--- src/rtl/vga_timing_gen_if.sv ---
// Raster timing bundle: pixel enable and run request in, timing and
// coordinate outputs back. The generator is the master (drives the raster
// outputs); the pixel pipeline side is the slave (drives i_ce / i_en).
//
// Handshake: there is no valid/ready pair. i_ce qualifies every PIXELCLK
// edge; state and level outputs move only on edges where i_ce=1, strobes
// (o_line_start / o_frame_start) are valid for exactly the one PIXELCLK cycle
// after the i_ce edge that produced them, and o_busy mirrors the run state.
interface vga_timing_gen_if #(
    parameter int CNT_W   = 12,
    parameter int FRAME_W = 8
);
    logic               i_ce;
    logic               i_en;
    logic               o_hs;
    logic               o_vs;
    logic               o_de;
    logic [CNT_W-1:0]   o_h_cnt;
    logic [CNT_W-1:0]   o_v_cnt;
    logic [CNT_W-1:0]   o_x;
    logic [CNT_W-1:0]   o_y;
    logic               o_line_start;
    logic               o_frame_start;
    logic               o_vblank;
    logic [FRAME_W-1:0] o_frame_cnt;
    logic               o_busy;
    logic [1:0]         o_state;

    modport master (
        input  i_ce, i_en,
        output o_hs, o_vs, o_de, o_h_cnt, o_v_cnt, o_x, o_y,
               o_line_start, o_frame_start, o_vblank, o_frame_cnt,
               o_busy, o_state
    );

    modport slave (
        output i_ce, i_en,
        input  o_hs, o_vs, o_de, o_h_cnt, o_v_cnt, o_x, o_y,
               o_line_start, o_frame_start, o_vblank, o_frame_cnt,
               o_busy, o_state
    );
endinterface

--- src/rtl/vga_timing_gen.sv ---
// Parametrised VGA/DVI raster timing generator. A free-running h/v counter
// pair walks the full raster while running; a registered output stage
// presents the decode of the counter position so every output describes the
// same (o_h_cnt, o_v_cnt). Starting takes one i_ce in IDLE; stopping is
// deferred to the end of the current frame so no line is ever cut short.
module vga_timing_gen #(
    parameter int H_ACTIVE = 640,
    parameter int H_FP     = 16,
    parameter int H_SYNC   = 96,
    parameter int H_BP     = 48,
    parameter int V_ACTIVE = 480,
    parameter int V_FP     = 10,
    parameter int V_SYNC   = 2,
    parameter int V_BP     = 33,
    parameter bit HS_POL   = 1'b0,
    parameter bit VS_POL   = 1'b0,
    parameter int CNT_W    = 12,
    parameter int FRAME_W  = 8
) (
    input  logic            PIXELCLK,
    input  logic            i_rstn,
    vga_timing_gen_if.master bus
);

    localparam int H_TOTAL = H_ACTIVE + H_FP + H_SYNC + H_BP;
    localparam int V_TOTAL = V_ACTIVE + V_FP + V_SYNC + V_BP;

    localparam logic [CNT_W-1:0] H_LAST     = CNT_W'(H_TOTAL - 1);
    localparam logic [CNT_W-1:0] V_LAST     = CNT_W'(V_TOTAL - 1);
    localparam logic [CNT_W-1:0] H_ACT_C    = CNT_W'(H_ACTIVE);
    localparam logic [CNT_W-1:0] V_ACT_C    = CNT_W'(V_ACTIVE);
    localparam logic [CNT_W-1:0] HS_START   = CNT_W'(H_ACTIVE + H_FP);
    localparam logic [CNT_W-1:0] HS_END     = CNT_W'(H_ACTIVE + H_FP + H_SYNC);
    localparam logic [CNT_W-1:0] VS_START   = CNT_W'(V_ACTIVE + V_FP);
    localparam logic [CNT_W-1:0] VS_END     = CNT_W'(V_ACTIVE + V_FP + V_SYNC);
    localparam logic [CNT_W-1:0] ZERO_C     = '0;

    // Run states; STOP_PENDING keeps counting until the frame wraps.
    localparam logic [1:0] S_IDLE = 2'd0;
    localparam logic [1:0] S_RUN  = 2'd1;
    localparam logic [1:0] S_STOP = 2'd2;

    logic [1:0]       state;
    logic [CNT_W-1:0] h;
    logic [CNT_W-1:0] v;

    logic running;
    logic h_last;
    logic v_last;
    logic at_wrap;
    logic de_d;
    logic hs_act;
    logic vs_act;
    logic vblank_d;
    logic line_d;
    logic frame_d;

    // Position decode of the counters that the output stage will present.
    always_comb begin
        running  = (state == S_RUN) || (state == S_STOP);
        h_last   = (h == H_LAST);
        v_last   = (v == V_LAST);
        at_wrap  = h_last && v_last;
        de_d     = (h < H_ACT_C) && (v < V_ACT_C);
        hs_act   = (h >= HS_START) && (h < HS_END);
        vs_act   = (v >= VS_START) && (v < VS_END);
        vblank_d = (v >= V_ACT_C);
        line_d   = (h == ZERO_C);
        frame_d  = (h == ZERO_C) && (v == ZERO_C);
    end

    // Run-state machine and raster counters; everything advances only on i_ce.
    always_ff @(posedge PIXELCLK) begin
        if (!i_rstn) begin
            state <= S_IDLE;
            h     <= '0;
            v     <= '0;
        end else if (bus.i_ce) begin
            case (state)
                S_IDLE: begin
                    h <= '0;
                    v <= '0;
                    if (bus.i_en) begin
                        state <= S_RUN;
                    end
                end
                S_RUN, S_STOP: begin
                    if (h_last) begin
                        h <= '0;
                        v <= v_last ? '0 : v + 1'b1;
                    end else begin
                        h <= h + 1'b1;
                    end
                    // A renewed run request always wins; otherwise a pending
                    // stop only lands on the frame wrap.
                    if (bus.i_en) begin
                        state <= S_RUN;
                    end else if ((state == S_STOP) && at_wrap) begin
                        state <= S_IDLE;
                    end else begin
                        state <= S_STOP;
                    end
                end
                default: begin
                    state <= S_IDLE;
                    h     <= '0;
                    v     <= '0;
                end
            endcase
        end
    end

    // Registered output stage: decoded position while running, idle levels
    // otherwise; strobes drop on any cycle without i_ce.
    always_ff @(posedge PIXELCLK) begin
        if (!i_rstn) begin
            bus.o_hs          <= ~HS_POL;
            bus.o_vs          <= ~VS_POL;
            bus.o_de          <= 1'b0;
            bus.o_h_cnt       <= '0;
            bus.o_v_cnt       <= '0;
            bus.o_x           <= '0;
            bus.o_y           <= '0;
            bus.o_line_start  <= 1'b0;
            bus.o_frame_start <= 1'b0;
            bus.o_vblank      <= 1'b0;
            bus.o_frame_cnt   <= '0;
        end else if (bus.i_ce) begin
            if (running) begin
                bus.o_hs          <= hs_act ? HS_POL : ~HS_POL;
                bus.o_vs          <= vs_act ? VS_POL : ~VS_POL;
                bus.o_de          <= de_d;
                bus.o_h_cnt       <= h;
                bus.o_v_cnt       <= v;
                bus.o_x           <= de_d ? h : '0;
                bus.o_y           <= de_d ? v : '0;
                bus.o_line_start  <= line_d;
                bus.o_frame_start <= frame_d;
                bus.o_vblank      <= vblank_d;
                if (frame_d) begin
                    bus.o_frame_cnt <= bus.o_frame_cnt + 1'b1;
                end
            end else begin
                bus.o_hs          <= ~HS_POL;
                bus.o_vs          <= ~VS_POL;
                bus.o_de          <= 1'b0;
                bus.o_h_cnt       <= '0;
                bus.o_v_cnt       <= '0;
                bus.o_x           <= '0;
                bus.o_y           <= '0;
                bus.o_line_start  <= 1'b0;
                bus.o_frame_start <= 1'b0;
                bus.o_vblank      <= 1'b0;
            end
        end else begin
            bus.o_line_start  <= 1'b0;
            bus.o_frame_start <= 1'b0;
        end
    end

    assign bus.o_busy  = (state != S_IDLE);
    assign bus.o_state = state;

endmodule

--- src/flat_wrapper.sv ---
// flat-port wrapper written by rule: the top's interface ports become plain ports
module vga_timing_gen_flat 
#(
    parameter int H_ACTIVE = 640,
    parameter int H_FP     = 16,
    parameter int H_SYNC   = 96,
    parameter int H_BP     = 48,
    parameter int V_ACTIVE = 480,
    parameter int V_FP     = 10,
    parameter int V_SYNC   = 2,
    parameter int V_BP     = 33,
    parameter bit HS_POL   = 1'b0,
    parameter bit VS_POL   = 1'b0,
    parameter int CNT_W    = 12,
    parameter int FRAME_W  = 8
)
  (PIXELCLK, i_rstn, bus_i_ce, bus_i_en, bus_o_hs, bus_o_vs, bus_o_de, bus_o_h_cnt, bus_o_v_cnt, bus_o_x, bus_o_y, bus_o_line_start, bus_o_frame_start, bus_o_vblank, bus_o_frame_cnt, bus_o_busy, bus_o_state);
  vga_timing_gen_if #(.CNT_W(CNT_W), .FRAME_W(FRAME_W)) bus_i ();
  input  logic PIXELCLK;
  input  logic i_rstn;
  input wire logic [$bits(bus_i.i_ce)-1:0] bus_i_ce;
  input wire logic [$bits(bus_i.i_en)-1:0] bus_i_en;
  output wire logic [$bits(bus_i.o_hs)-1:0] bus_o_hs;
  output wire logic [$bits(bus_i.o_vs)-1:0] bus_o_vs;
  output wire logic [$bits(bus_i.o_de)-1:0] bus_o_de;
  output wire logic [$bits(bus_i.o_h_cnt)-1:0] bus_o_h_cnt;
  output wire logic [$bits(bus_i.o_v_cnt)-1:0] bus_o_v_cnt;
  output wire logic [$bits(bus_i.o_x)-1:0] bus_o_x;
  output wire logic [$bits(bus_i.o_y)-1:0] bus_o_y;
  output wire logic [$bits(bus_i.o_line_start)-1:0] bus_o_line_start;
  output wire logic [$bits(bus_i.o_frame_start)-1:0] bus_o_frame_start;
  output wire logic [$bits(bus_i.o_vblank)-1:0] bus_o_vblank;
  output wire logic [$bits(bus_i.o_frame_cnt)-1:0] bus_o_frame_cnt;
  output wire logic [$bits(bus_i.o_busy)-1:0] bus_o_busy;
  output wire logic [$bits(bus_i.o_state)-1:0] bus_o_state;
  assign bus_i.i_ce = bus_i_ce;
  assign bus_i.i_en = bus_i_en;
  assign bus_o_hs = bus_i.o_hs;
  assign bus_o_vs = bus_i.o_vs;
  assign bus_o_de = bus_i.o_de;
  assign bus_o_h_cnt = bus_i.o_h_cnt;
  assign bus_o_v_cnt = bus_i.o_v_cnt;
  assign bus_o_x = bus_i.o_x;
  assign bus_o_y = bus_i.o_y;
  assign bus_o_line_start = bus_i.o_line_start;
  assign bus_o_frame_start = bus_i.o_frame_start;
  assign bus_o_vblank = bus_i.o_vblank;
  assign bus_o_frame_cnt = bus_i.o_frame_cnt;
  assign bus_o_busy = bus_i.o_busy;
  assign bus_o_state = bus_i.o_state;
  vga_timing_gen #(.H_ACTIVE(H_ACTIVE), .H_FP(H_FP), .H_SYNC(H_SYNC), .H_BP(H_BP), .V_ACTIVE(V_ACTIVE), .V_FP(V_FP), .V_SYNC(V_SYNC), .V_BP(V_BP), .HS_POL(HS_POL), .VS_POL(VS_POL), .CNT_W(CNT_W), .FRAME_W(FRAME_W)) u_core (.PIXELCLK(PIXELCLK), .i_rstn(i_rstn), .bus(bus_i));
endmodule
--- config.mk ---
export PLATFORM = sky130hd
export DESIGN_NAME = vga_timing_gen_flat
export DESIGN_NICKNAME = d
export VERILOG_FILES = /design/src/rtl/vga_timing_gen_if.sv /design/src/rtl/vga_timing_gen.sv /design/src/flat_wrapper.sv
export SDC_FILE = /design/constraint.sdc
export NUM_CORES = 1
export LEC_CHECK = 0
export CORE_MARGIN = 3
export CORE_UTILIZATION = 30
export CTS_BUF_LIST = sky130_fd_sc_hd__clkbuf_4 sky130_fd_sc_hd__clkbuf_8 sky130_fd_sc_hd__clkbuf_16
export CTS_CLUSTER_SIZE = 10
export DETAILED_ROUTE_END_ITERATION = 7
export GPL_TIMING_DRIVEN = 0
export SLEW_MARGIN = 20
export SYNTH_ARGS = -nofsm -noshare
export SYNTH_HDL_FRONTEND = slang
export SYNTH_SLANG_ARGS = --single-unit
--- constraint.sdc ---
create_clock -name PIXELCLK -period 2.88 [get_ports PIXELCLK]
set_clock_uncertainty 0.05 [all_clocks]
set_input_delay 0.288 -clock PIXELCLK [delete_from_list [all_inputs] [get_ports PIXELCLK]]
set_output_delay 0.288 -clock PIXELCLK [all_outputs]
set_load 0.02 [all_outputs]
==> results of run 1 <==
[state kept, by name, indices dropped and copies added (netlist names)]
register,flops
u_core.bus.o_line_start,1
u_core.bus.o_v_cnt,12
u_core.bus.o_h_cnt,12
u_core.bus.o_vs,1
u_core.bus.o_frame_cnt,8
u_core.bus.o_vblank,1
u_core.bus.o_state,2
u_core.v,12
u_core.bus.o_hs,1
u_core.bus.o_de,1
u_core.bus.o_y,12
u_core.bus.o_x,12
u_core.h,12
u_core.bus.o_frame_start,1
[cells by family (layout without fill, tap and decap cells)]
| logic type | after synthesis | count (layout) | synth area share |
|---|---|---|---|
| simple gates | 150 | 150 | 0.222 |
| compound gates | 87 | 87 | 0.183 |
| xor+xnor | 9 | 9 | 0.0214 |
| fa+ha+maj | 9 | 9 | 0.0306 |
| buf+inv | 50 | 131 | 0.0561 |
| mux | 3 | 3 | 0.00817 |
| flops | 88 | 88 | 0.479 |
[cell type report]
cell class	count	area [sq um]	share of cell area
sequential	88	1760	0.367
multi-input combinational	258	1720	0.357
timing repair buffer	66	661	0.138
clock buffer	10	233	0.0484
tap	143	179	0.0372
buffer	34	146	0.0305
inverter	15	56.3	0.0117
clock inverter	6	51.3	0.0107
[what timing repair did]
item / 4_1_cts / 5_1_grt
hold buffers: 0 / 0
setup endpoints to repair: 0 / 23
gates resized for setup: 0 / 3
[cell usage after synthesis (all sizes together) (2+ instances only)]
master  count
mux2i       3
nor2       20
a32oi       2
xnor2       4
o211ai      3
nand2      28
and3        5
nand4b      2
o311ai      4
nand2b      6
o41ai       4
a21o        2
nand4      18
nor3       14
and4        4
o31ai       6
buf         5
inv        15
xor2        5
a22o       34
ha          9
clkbuf     30
nor2b       4
a21oi      10
o21a        2
dfxtp      88
or4         9
a21boi      3
nand3      19
nor4b       3
nor4        7
o21ai      12
and2        8
[worst min-delay path by stage]
stage                                  startpoint                            endpoint  cells after the start
3_5_place_dp         u_core.bus.o_de$_SDFFE_PN0P_        u_core.bus.o_de$_SDFFE_PN0P_                      1
6_report       u_core.bus.o_v_cnt[8]$_SDFFE_PN0P_  u_core.bus.o_v_cnt[8]$_SDFFE_PN0P_                      2
3_3_place_gp   u_core.bus.o_v_cnt[8]$_SDFFE_PN0P_  u_core.bus.o_v_cnt[8]$_SDFFE_PN0P_                      2
4_1_cts        u_core.bus.o_v_cnt[8]$_SDFFE_PN0P_  u_core.bus.o_v_cnt[8]$_SDFFE_PN0P_                      2
5_1_grt              u_core.bus.o_de$_SDFFE_PN0P_        u_core.bus.o_de$_SDFFE_PN0P_                      1
2_1_floorplan           u_core.v[11]$_SDFFE_PN0P_           u_core.v[11]$_SDFFE_PN0P_                      2
[power groups by stage]
stage / Combinational (uW) / Clock, uW / Sequential (uW)
2_1_floorplan: 71.1 / 0 / 1260
3_3_place_gp: 115 / 0 / 1260
3_5_place_dp: 117 / 0 / 1260
4_1_cts: 118 / 1150 / 1230
6_report: 119 / 1120 / 1230
5_1_grt: 131 / 1200 / 1230
[routing by layer]
layer | up-vias | GRT usage
li1 | 1607 | -
met2 | 114 | 0.228
met3 | 14 | 0.0435
met1 | 1560 | 0.225
met5 | - | 0
met4 | 0 | 0.0428
[metrics by stage]
stage	setup slack [ps]	area, sq um
finish	279	4800
global route	33.2	4800
CTS	21.3	4800
detailed placement	33.5	4520
global placement	99.7	4520
floorplan	480	3680
[worst max-delay path, stage by stage, from the launching register on]
cell and delay [ps]:
dfxtp_1 370, inv_1 160, ha_1 160, nor4b_1 530
nand4b_1 360, clkbuf_1 300, o311ai_0 400, o41ai_1 130
==> out/metrics.cfg, run 1 <==
[floorplan]
die_h_um=117
die-area_sq_um=13600
rows=39
die_x_um=117
core_sq_um=11700
io_pins=69
initial_utilization=0.314

[power]
p_sw_uw=603
leakage_uw=0.00167
combPwrFrac=0.048
finalPower_uw=2470
swShare=0.244
p_per_area_nw_per_um2=513
pwr-share-seq=0.498
clockPowerShare=0.454
power.internal_uw=1860
ir_drop_v=0.000275

[clocking]
htreeDepth=3
cts_buffer_depth=2
root_buffer=clkbuf_16
post_cts_buffers=0
numCtsBuffers=9
worstSkewPairLatency_ps=340
cts.reportedPaths.clkPinSlew_ps=70
clock-sinks=88
cts_tree=built

[sta]
slew_violations=0
relSlewSlack=0.445
hold_violations=0
holdWs_ps=398
fin_crit_sh=0.903
tightest_slew_ps=821
setup_tns_ps=0
fin_crit_ps=2600
setup_violations=0
max_clock_freq_ghz=0.384
rsz0062_at_grt=false

[grt]
grt_pass1_vias=3062
grt_max_degree=17
grt_pass1_wl_um=16500
grtUsageTotal=0.156
gr-total-overflow=0
antenna_found_initial=0

[logic_synthesis]
synth_cells=396
async_reset_ff_frac=0
yosysSeqAreaShare=0.479
syn_nets=409
ys.flop_type=dfxtp_1
synth.top_cell.area_share=0.479
ys_ff_latch=88
netlist_top_cells_area=dfxtp_1, a22o_1, clkbuf_1
synth_edf_count=0
synth.largest_area_cell=dfxtp_1
yosys_warnings=0
ys_types=45
synthesis.area_sq_um=3680
avgSynthCellArea_sq_um=9.29

[routing]
highest_layer=met4
routedWlPerCell_um=16.8
dr.pass1.iters=4
finalWirelength_um=10400
wl_met3_um=736
wl_met2_um=4470
drcViolationCount=0
drtAntennaViolNets=0
dr.first_iter.drc_count=319
vias_per_cell=5.31
routed-via-count=3295
wl_met1_um=5080

[critical_path]
ff2ff_setup_slack_ps=280
worstRegToRegCells=7
endpoint=u_core.bus.o_frame_cnt[3]$_SDFFE_PN0P_
cp-start-kind=flop
crit_arrival_ps=2760
setup.worst_path.start=u_core.v[0]$_SDFFE_PN0P_
worstReg2RegEnd=u_core.bus.o_frame_cnt[3]$_SDFFE_PN0P_
endpoint_kind=flop
crit_type=reg -> reg
critPathRequiredTime_ps=3040
r2r-start=u_core.v[0]$_SDFFE_PN0P_
cp_max_fo=10

[finish]
final_cells=620
antenna_cells=0
final_common_cell=dfxtp_1
fin_util=0.410
nets=485
syn2layout_area_growth_pct=30.7
fillers=1183
final_cell_mix=dfxtp_1, clkdlybuf4s50_1, a22o_1, clkbuf_1, nand2_1
drive_gt1_frac=0.0566

[run_status]
status=completed

[place]
gp_congestion=0.866
dp_hpwl_um=7390
port_buffers=66
placedCellCount=605

[min_path]
hold_class=reg -> reg

[job]
drv_cap=0

No activity file was read; power rests on OpenSTA's default activity.
==> inputs of run 2 (changes only) <==
--- a/config.mk
+++ b/config.mk
@@ -5,7 +5,6 @@
 export SDC_FILE = /design/constraint.sdc
 export NUM_CORES = 1
 export LEC_CHECK = 0
-export CORE_MARGIN = 3
 export CORE_UTILIZATION = 30
 export CTS_BUF_LIST = sky130_fd_sc_hd__clkbuf_4 sky130_fd_sc_hd__clkbuf_8 sky130_fd_sc_hd__clkbuf_16
 export CTS_CLUSTER_SIZE = 10
==> out/metrics.cfg, run 2 (same netlist as run 1, synthesis figures left out) <==
[finish]
multi_input_area_sq_um=1710
antenna_cells=0
final_cell_mix=dfxtp_1, clkdlybuf4s50_1, a22o_1, clkbuf_1, nand2_1
finish.instance_area_sq_um=4860
drive_gt1_frac=0.0525
nets=485
final_cells=623
regArea_sq_um=1760
syn2layout_area_growth_pct=32.2
final_common_cell=dfxtp_1
fillers=1203

[routing]
drcViolationCount=0
finalWirelength_um=10300
drtAntennaViolNets=0
dr.first_iter.drc_count=189
routed-via-count=3325
routedWlPerCell_um=16.5
vias_per_cell=5.34
dr.pass1.iters=4

[sta]
fin_crit_sh=0.954
setup_violations=0
max_clock_freq_ghz=0.364
rsz0062_at_grt=false
slew_violations=0
tightest_slew_ps=762
setup_tns_ps=0
hold_violations=0
relSlewSlack=0.486
holdWs_ps=397
fin_crit_ps=2750

[critical_path]
r2r-start=u_core.h[6]$_SDFFE_PN0P_
worst-path-buf-inv=3
cp_max_fo=10
path_cells=buf_2, or4_1, buf_2, o41a_1, o21ai_0, buf_2, nor2_1
critPathMaxStageDelay_ps=530
endpoint_kind=flop
crit_type=reg -> reg
critPathTopFamily=compound AO/OA/AOI/OAI gates
crit_path_frequent_cell=buf_2
cpMaxStageDelayCell=o41a_1
worstRegToRegCells=7
critPathRequiredTime_ps=3060
cp-start-kind=flop
crit_arrival_ps=2930
ff2ff_setup_slack_ps=130
worstReg2RegEnd=u_core.h[5]$_SDFFE_PN0P_

[min_path]
hold_class=in -> reg
min_to=u_core.bus.o_frame_cnt[2]$_SDFFE_PN0P_
min_from=i_rstn
whs_path_depth=3

[grt]
grt_pass1_wl_um=16800
grt_pass1_vias=3268
grt_max_degree=16
gr-total-overflow=0
grtUsageTotal=0.169
antenna_found_initial=0

[floorplan]
core_sq_um=12000
rows=40
die_h_um=113
die-area_sq_um=12700
initial_utilization=0.307
io_pins=69
die_x_um=113

[run_status]
status=completed

[job]
drv_cap=0

[clocking]
cts_buffer_depth=2
htreeDepth=3
root_buffer=clkbuf_16
cts.reportedPaths.clkPinSlew_ps=60
numCtsBuffers=9
worstSkewPairLatency_ps=340
post_cts_buffers=0
clock-sinks=88
cts_tree=built

[power]
p_per_area_nw_per_um2=551
ir_drop_v=0.000277
finalPower_uw=2680
leakage_uw=0.00170

[place]
postPlaceCellArea_sq_um=4520
placedCellCount=609
port_buffers=66
dp_hpwl_um=7330
gp_congestion=0.854

run 2: through the flow:
step / utilization / worst slack [ps]
after global routing: 0.406 / 13.9
final: 0.406 / 131
after detailed placement: 0.378 / 52.7
after global placement: 0.378 / 96.0
after floorplan: - / 480
after CTS: 0.406 / 3.97
run 2: worst reg2reg max path, cell delays in order (launching register included):
cell and delay, ps:
dfxtp_1 300, buf_2 170, or4_1 500, buf_2 170
o41a_1 530, o21ai_0 520, buf_2 340, nor2_1 80
run 2: timing repair:
| action | 4_1_cts | 5_1_grt |
|---|---|---|
| gates resized for setup | 0 | 1 |
| hold endpoints to repair | 0 | 0 |
| hold buffers | 0 | 0 |
| setup endpoints to repair | 0 | 14 |
run 2: worst max-delay path by stage:
stage	slack, ps	end	cells after the start	startpoint
after CTS	4	u_core.bus.o_y[6]$_SDFFE_PN0P_	7	u_core.bus.o_state[1]$_SDFFE_PN0P_
final	130	u_core.h[5]$_SDFFE_PN0P_	7	u_core.h[6]$_SDFFE_PN0P_
after detailed placement	50	u_core.bus.o_y[6]$_SDFFE_PN0P_	7	u_core.bus.o_state[1]$_SDFFE_PN0P_
after floorplan	480	u_core.v[8]$_SDFFE_PN0P_	7	u_core.h[5]$_SDFFE_PN0P_
after global routing	10	u_core.h[10]$_SDFFE_PN0P_	7	u_core.h[6]$_SDFFE_PN0P_
after global placement	100	u_core.h[7]$_SDFFE_PN0P_	7	u_core.h[6]$_SDFFE_PN0P_
run 2: area by class of cell:
type / count / share of cell area
inverter: 15 / 0.0116
timing repair buffer: 66 / 0.136
buffer: 34 / 0.0301
multi-input combinational: 258 / 0.352
clock inverter: 6 / 0.0237
sequential: 88 / 0.362
tap: 147 / 0.0378
clock buffer: 9 / 0.0463
run 2: metal layers:
metal	wire length [um]	vias to the layer above	share of wire	GRT usage
met1	4750	1560	0.46	0.218
met2	4400	141	0.43	0.258
met3	966	15	0.094	0.0568
li1	-	1609	-	-
met5	0	-	0	0
met4	185	0	0.018	0.0693
run 2: report_power, final:
group / switching, uW / leakage, uW / internal (uW)
combinational: 84.2 / 0.000825 / 34.5
clock: 484 / 0.000163 / 849
sequential: 6.87 / 0.000709 / 1220
==> inputs of run 3 (changes only) <==
--- a/config.mk
+++ b/config.mk
@@ -5,6 +5,7 @@
 export SDC_FILE = /design/constraint.sdc
 export NUM_CORES = 1
 export LEC_CHECK = 0
+export ABC_CLOCK_PERIOD_IN_PS = 2880
 export CORE_UTILIZATION = 30
 export CTS_BUF_LIST = sky130_fd_sc_hd__clkbuf_4 sky130_fd_sc_hd__clkbuf_8 sky130_fd_sc_hd__clkbuf_16
 export CTS_CLUSTER_SIZE = 10
==> results of run 3 <==
Same layout as run 2: the final DEF is identical, and so are final timing and power.
